--- config.mk ---
export PLATFORM = sky130hd
export DESIGN_NAME = m72_irq_sched
export DESIGN_NICKNAME = d
export VERILOG_FILES = /design/src/rtl/m72_irq_sched.sv
export SDC_FILE = /design/constraint.sdc
export NUM_CORES = 1
export LEC_CHECK = 0
export ABC_AREA = 1
export CORE_MARGIN = 2
export CORE_UTILIZATION = 43
export DETAILED_ROUTE_END_ITERATION = 8
export GPL_ROUTABILITY_DRIVEN = 0
export MAX_ROUTING_LAYER = met4
export PLACE_DENSITY_LB_ADDON = 0.05
export SETUP_SLACK_MARGIN = 0.1
export SLEW_MARGIN = 40
export SYNTH_ARGS = -nofsm -noshare
export SYNTH_HDL_FRONTEND = slang
export SYNTH_SLANG_ARGS = --single-unit
--- constraint.sdc ---
create_clock -name CLK_32M -period 1.46 [get_ports CLK_32M]
set_input_delay 0.292 -clock CLK_32M [delete_from_list [all_inputs] [get_ports CLK_32M]]
set_output_delay 0.292 -clock CLK_32M [all_outputs]
set_load 0.01 [all_outputs]
--- src/rtl/m72_irq_sched.sv ---
// m72_irq_sched
//   Interrupt scheduler sitting between the video timing generator and the
//   main V30 CPU. It latches vertical-blank start and raster-line match
//   events, masks and prioritises them, and raises one INT request. It then
//   answers the CPU's INTA handshake with an 8-bit vector and clears the
//   event that was serviced.
//
// Ports
//   CLK_32M  in   1   system clock
//   RESET_N  in   1   asynchronous active-low reset
//   CE_PIX   in   1   pixel enable, aligned with VE/HE updates
//   VE       in   9   vertical counter (offset +128)
//   HE       in   10  horizontal counter
//   VBLK     in   1   vertical blank level
//   WR       in   1   register write strobe
//   ADDR     in   2   register select: 0 raster_line, 1 mask, 2 vec_base, 3 OVR clear
//   DIN      in   16  write data
//   INTA     in   1   interrupt acknowledge (level)
//   INT      out  1   interrupt request
//   IV       out  8   interrupt vector, valid in ACK while INTA is high
//   PEND     out  2   pending events {raster, vblank}
//   OVR      out  2   sticky overrun flags {raster, vblank}

module m72_irq_sched #(
    parameter logic [9:0] RASTER_HPOS   = 10'd64,
    parameter logic [2:0] SPURIOUS_SLOT = 3'd7
) (
    input  logic        CLK_32M,
    input  logic        RESET_N,
    input  logic        CE_PIX,
    input  logic [8:0]  VE,
    input  logic [9:0]  HE,
    input  logic        VBLK,
    input  logic        WR,
    input  logic [1:0]  ADDR,
    input  logic [15:0] DIN,
    input  logic        INTA,
    output logic        INT,
    output logic [7:0]  IV,
    output logic [1:0]  PEND,
    output logic [1:0]  OVR
);

    typedef enum logic [1:0] {
        IDLE = 2'd0,
        REQ  = 2'd1,
        ACK  = 2'd2
    } state_t;

    state_t      state;
    state_t      state_next;

    logic        vblk_q;
    logic        inta_q;
    logic        raster_done;
    logic [8:0]  raster_line;
    logic [1:0]  mask;
    logic [7:0]  vec_base;
    logic [1:0]  pend;
    logic [1:0]  ovr;
    logic [7:0]  iv;

    logic        vblank_evt;
    logic        raster_match;
    logic        raster_evt;
    logic [1:0]  evt;
    logic [1:0]  serviceable;
    logic        inta_rise;
    logic [1:0]  clr;
    logic        iv_load;
    logic [7:0]  iv_next;
    logic [1:0]  ovr_wclr;
    logic        unused_din;

    assign unused_din = ^DIN[15:9];

    // Event detection
    assign vblank_evt   = CE_PIX & VBLK & ~vblk_q;
    assign raster_match = CE_PIX && (VE == raster_line) && (HE == RASTER_HPOS);
    // raster_done blocks a second fire while HE lingers on the match column
    assign raster_evt   = raster_match & ~raster_done;
    assign evt          = {raster_evt, vblank_evt};

    assign serviceable  = pend & ~mask;
    assign inta_rise    = INTA & ~inta_q;
    assign ovr_wclr     = (WR && (ADDR == 2'd3)) ? DIN[1:0] : 2'b00;

    always_ff @(posedge CLK_32M or negedge RESET_N) begin
        if (!RESET_N) begin
            vblk_q      <= 1'b0;
            raster_done <= 1'b0;
        end else if (CE_PIX) begin
            vblk_q <= VBLK;
            if (raster_evt)
                raster_done <= 1'b1;
            else if (HE != RASTER_HPOS)
                raster_done <= 1'b0;
        end
    end

    always_ff @(posedge CLK_32M or negedge RESET_N) begin
        if (!RESET_N)
            inta_q <= 1'b0;
        else
            inta_q <= INTA;
    end

    // Register file
    always_ff @(posedge CLK_32M or negedge RESET_N) begin
        if (!RESET_N) begin
            raster_line <= '0;
            mask        <= '1;
            vec_base    <= 8'h20;
        end else if (WR) begin
            case (ADDR)
                2'd0:    raster_line <= DIN[8:0];
                2'd1:    mask        <= DIN[1:0];
                2'd2:    vec_base    <= {DIN[7:3], 3'b000};
                default: ;
            endcase
        end
    end

    // Pending and overrun. A set in the same cycle as a service clear wins
    // and is not counted as an overrun, since the earlier event was consumed.
    always_ff @(posedge CLK_32M or negedge RESET_N) begin
        if (!RESET_N) begin
            pend <= '0;
            ovr  <= '0;
        end else begin
            pend <= evt | (pend & ~clr);
            ovr  <= (ovr & ~ovr_wclr) | (evt & pend & ~clr);
        end
    end

    always_ff @(posedge CLK_32M or negedge RESET_N) begin
        if (!RESET_N) begin
            state <= IDLE;
            iv    <= '0;
        end else begin
            state <= state_next;
            if (iv_load)
                iv <= iv_next;
        end
    end

    always_comb begin
        state_next = state;
        clr        = 2'b00;
        iv_load    = 1'b0;
        iv_next    = iv;
        case (state)
            IDLE: begin
                if (serviceable != 2'b00)
                    state_next = REQ;
            end
            REQ: begin
                if (inta_rise) begin
                    iv_load    = 1'b1;
                    state_next = ACK;
                    if (serviceable[0]) begin
                        clr     = 2'b01;
                        iv_next = vec_base;
                    end else if (serviceable[1]) begin
                        clr     = 2'b10;
                        iv_next = vec_base | 8'h02;
                    end else begin
                        iv_next = vec_base | {5'b00000, SPURIOUS_SLOT};
                    end
                end else if (serviceable == 2'b00) begin
                    state_next = IDLE;
                end
            end
            ACK: begin
                if (!INTA)
                    state_next = IDLE;
            end
            default: state_next = IDLE;
        endcase
    end

    assign INT  = (state == REQ);
    assign IV   = iv;
    assign PEND = pend;
    assign OVR  = ovr;

endmodule

==> results of run 1 <==
==> worst max-delay path, delay by kind of cell (launching register included) <==
kind / cells / cell delay (ns)
flops: 1 / 0.40
buf+inv: 3 / 0.24
simple gates: 1 / 0.06
==> registers in the layout (all words and copies together), names as in the netlist <==
signal	count
IV	7
inta_q	1
PEND	2
mask	2
OVR	2
state	2
vblk_q	1
vec_base	5
raster_line	9
raster_done	1
==> power groups by stage <==
stage,Combinational [mW],Clock [mW],Sequential [mW]
2_1_floorplan,0.379,0,1.31
3_3_place_gp,0.925,0,1.25
3_5_place_dp,0.952,0,1.27
4_1_cts,0.876,0.494,1.24
5_1_grt,0.972,0.527,1.27
6_report,0.874,0.471,1.23
==> cells in the final DEF, fill, tap and decap left out, types with 2 or more instances in the layout <==
cell / count
sky130_fd_sc_hd__buf_4: 9
sky130_fd_sc_hd__clkbuf_1: 2
sky130_fd_sc_hd__clkbuf_4: 5
sky130_fd_sc_hd__clkdlybuf4s50_1: 35
sky130_fd_sc_hd__dfrtp_1: 29
sky130_fd_sc_hd__dfstp_2: 3
sky130_fd_sc_hd__dlygate4sd2_1: 11
sky130_fd_sc_hd__inv_1: 23
sky130_fd_sc_hd__inv_2: 3
sky130_fd_sc_hd__nand2_1: 58
sky130_fd_sc_hd__nand2_2: 3
sky130_fd_sc_hd__nand3_1: 6
sky130_fd_sc_hd__nor2_1: 20
sky130_fd_sc_hd__nor2_2: 2
sky130_fd_sc_hd__o21ai_0: 20
sky130_fd_sc_hd__o21ai_1: 2
sky130_fd_sc_hd__xor2_1: 2
==> routing by layer <==
| layer | routed length [um] | global-route usage [%] | share of wire (%) | vias to the layer above |
|---|---|---|---|---|
| met5 | 0 | - | 0 | - |
| met3 | 200 | 6.85 | 6.2 | 6 |
| met2 | 1590 | 30.5 | 49 | 38 |
| met4 | 51 | 5.83 | 1.6 | 0 |
| met1 | 1380 | 20.8 | 43 | 603 |
| li1 | - | - | - | 679 |
==> cell families (layout without fill, tap and decap cells) <==
logic type             count (synthesis)  in the layout  share of synthesized area, %
multiplexers                           1              1                         0.767
AND/OR/NAND/NOR                       92             92                          26.3
buffers and inverters                 28             92                          7.50
flip-flops                            32             32                          54.8
XOR/XNOR                               2              2                          1.19
AO/OA/AOI/OAI                         26             26                          9.38
==> area by class of cell <==
type	count	area share, %
Clock buffer	7	2.13
Clock inverter	1	0.237
Inverter	26	4.62
Multi-Input combinational cell	121	26.2
Sequential cell	32	38.1
Tap cell	46	2.73
Timing Repair Buffer	58	26.0
==> worst paths after layout <==
kind,endpoint,cells after the start,start
hold / removal,IV[1]$_DFFE_PN0P_,2,RESET_N
setup / recovery,INT,4,state[1]$_DFFE_PN0P_
max in group asynchronous,mask[1]$_DFFE_PN1P_,2,RESET_N
min in group CLK_32M,IV[3]$_DFFE_PN0P_,2,IV[3]$_DFFE_PN0P_
setup reg to reg,OVR[1]$_DFF_PN0_,9,state[1]$_DFFE_PN0P_
hold reg to reg,IV[3]$_DFFE_PN0P_,2,IV[3]$_DFFE_PN0P_
==> what timing repair did <==
action / CTS / global route
endpoints found under the hold margin: 0 / 0
resized for setup: 16 / 2
buffers inserted: 1 / 1
setup endpoints to repair: 13 / 2
==> summary by stage, run 1 <==
Clock tree
At the later pin of the worst-skew pair, clock insertion delay measures about 0.33 ns. The root buffer cell is sky130_fd_sc_hd__clkbuf_4. After clock tree synthesis, the clock-pin slew on the worst setup and hold paths is roughly 0.090 ns. Hold repair after CTS inserted 0 buffers. TritonCTS built the clock tree.

The longest clock path from root to sink contains 2 buffers. The number of clock buffers added by TritonCTS is 5. The clock tree synthesis step divided the H-tree into 2 levels. The number of sinks on the clock net is 32.

Global route
The remaining global-route overflow is 0. The first global-routing pass estimated ~5.4 mm of wire. The number of global-route vias before repair is between 1000 and 1500. The largest net degree at the start of global routing is 33. The number of antenna violations at the first check in global routing is 0. Global routing used 18.4% of the available tracks across all layers.

Floorplan
The die is 62.4 um tall. From left edge to right edge, the die measures 62.4 um. The die covers slightly below 4000 um^2. The number of rows in the core area is 21. 56 I/O pins were placed. The region available for standard cell placement spans 3310 um^2. The effective utilization at floorplan is between 40% and 50%.

Layout
0 antenna diodes ended up in the layout. Counting the fill cells in the layout gives roughly 310. Summing all multi-input logic gate instances after layout gives 553 um^2. The net count of the finished layout is between 200 and 300.

The finished cells cover 2110 um^2. Compared with the post-synthesis result, the final layout area differs by 43.9%. The final design utilization is ~64%. The post-route netlist has between 10% and 20% of its cells at a drive strength greater than 1.

For this run, the number of standard cells in the final layout without fillers is about 290. In the final layout, flip-flops and latches occupy 805 um^2.

Critical path
The largest fanout on the critical path is 2. The critical path start-end classification is reg -> out. STA puts the critical path data arrival time at between 1 and 1.5 ns. Traced cell by cell, the critical path runs through inv_2, nand2_2, inv_2, buf_2. The worst register-to-register path has a setup slack of ~0.22 ns.

In this design, the stage delay of the slowest critical-path cell is 0.40 ns. The master of the slowest instance on the critical path is sky130_fd_sc_hd__dfrtp_1. The worst setup path is captured at an output port. For the worst setup path, the data required time is between 1 and 1.5 ns.

The category of the worst setup path launch point is a flip-flop. Among the stages of the critical path, the cell type that occurs most often is sky130_fd_sc_hd__inv_2.

Detailed routing
The DRC violation count after routing is 0. The detailed router finished its first iteration with just over 40 violations. Dividing the detail-routed via count by the number of cells gives 4.56. The count of nets left with antenna violations after detail routing is 0. The post-detailed-routing wire length is roughly 3.2 mm. Before antenna repair, the detailed router went through 4 iterations.

After detailed routing, the average wire length per cell comes to 11.1 um. For this block, the via count after detailed routing is roughly 1300.

STA
Setup violations remaining at the end of the flow were counted as 0. Once routing completed, OpenROAD measured the worst setup slack at between 0.1 and 0.15 ns. The tightest hold path in the finished design has a slack of about 0.33 ns. The final worst-path cycle share is between 80% and 90%. The final number of max-transition violations is 0. The maximum operating frequency is 763 MHz. Between clock sinks in the finished design, the worst skew comes to 0.00769 ns. Setup repair after global routing left no endpoint under its margin. The final hold violation count came to 0. Adding up every negative setup slack in the final design gives 0 ns. Measured against its own limit, the worst slew margin works out to between 80% and 90%. Subtracting the final worst setup slack from the clock period gives 1.31 ns. The transition time of the tightest slew-check pin is approximately 0.26 ns.

Synth
The area fraction of the dominant cell type after synthesis is roughly half. After synthesis, the netlist uses 22 different library cells. The post-synthesis area per instance is ~8.1 um^2.

The number of flip-flops and latches in the synthesized netlist is 32. By area the synthesized netlist is led by sky130_fd_sc_hd__dfrtp_1 49%, sky130_fd_sc_hd__nand2_1 15%, sky130_fd_sc_hd__o21ai_0 6.8%, sky130_fd_sc_hd__inv_1 6.1%, sky130_fd_sc_hd__dfstp_2 5.4%. The number of enable-type register cells in the synthesized netlist is 0. Synthesis produced a netlist with a net count of 224. During synthesis, Yosys emitted a total of 0 warnings. The number of cells produced by synthesis is around 180. The most used flip-flop cell after synthesis is sky130_fd_sc_hd__dfrtp_1. After synthesis, the most frequently instantiated cells are 58 x sky130_fd_sc_hd__nand2_1, 29 x sky130_fd_sc_hd__dfrtp_1, 24 x sky130_fd_sc_hd__inv_1. The sequential share of the synthesized area is roughly 55%.

sky130_fd_sc_hd__nand2_1 is the most common cell in the netlist. Summed over all instances, the cell type with the most area after synthesis is sky130_fd_sc_hd__dfrtp_1. The netlist area before placement is between 1000 and 1500 um^2. After synthesis, the share of flip-flops with an asynchronous set or reset is 100%.

Power and ir drop
The fraction of power spent switching nets is 32.6%. Combinational logic is responsible for 33.9% of the overall power. The part of the total power dissipated in sequential elements is approximately 48%. The total power divided by cell area is around 1200 nW/um^2. For this design the total switching power over the nets is 840 uW.

The leakage power figure is 1.09 nW. The maximum VDD drop is roughly 930 uV. The share of power burned in the clock network is a little under a fifth. The design internal power is about 1.7 mW. The total power of the final layout is ~2.6 mW.

Run
The max capacitance violation total is 0.

Placed design
The total of buffers placed on input and output ports is 48. The estimated wirelength of the detail-placed design is around 2.5 mm. The worst setup slack before clock tree synthesis is -0.0514 ns. The instance count after placement with tap cells included is roughly 280. The placed instances occupy a cell area of roughly 2100 um^2.

Status
The flow ran to the end, and the final reports show no timing, DRC or antenna violations.

Min path
The tightest min-delay check is of the in -> async type.
Note: power is estimated with default switching activity, not from simulation.
==> run 2: changes to the inputs <==
--- a/config.mk
+++ b/config.mk
@@ -6,6 +6,7 @@
 export NUM_CORES = 1
 export LEC_CHECK = 0
 export ABC_AREA = 1
+export ABC_CLOCK_PERIOD_IN_PS = 1460
 export CORE_MARGIN = 2
 export CORE_UTILIZATION = 43
 export DETAILED_ROUTE_END_ITERATION = 8
==> results of run 2 <==
No change in the layout: final DEF, timing and power equal those of run 1.
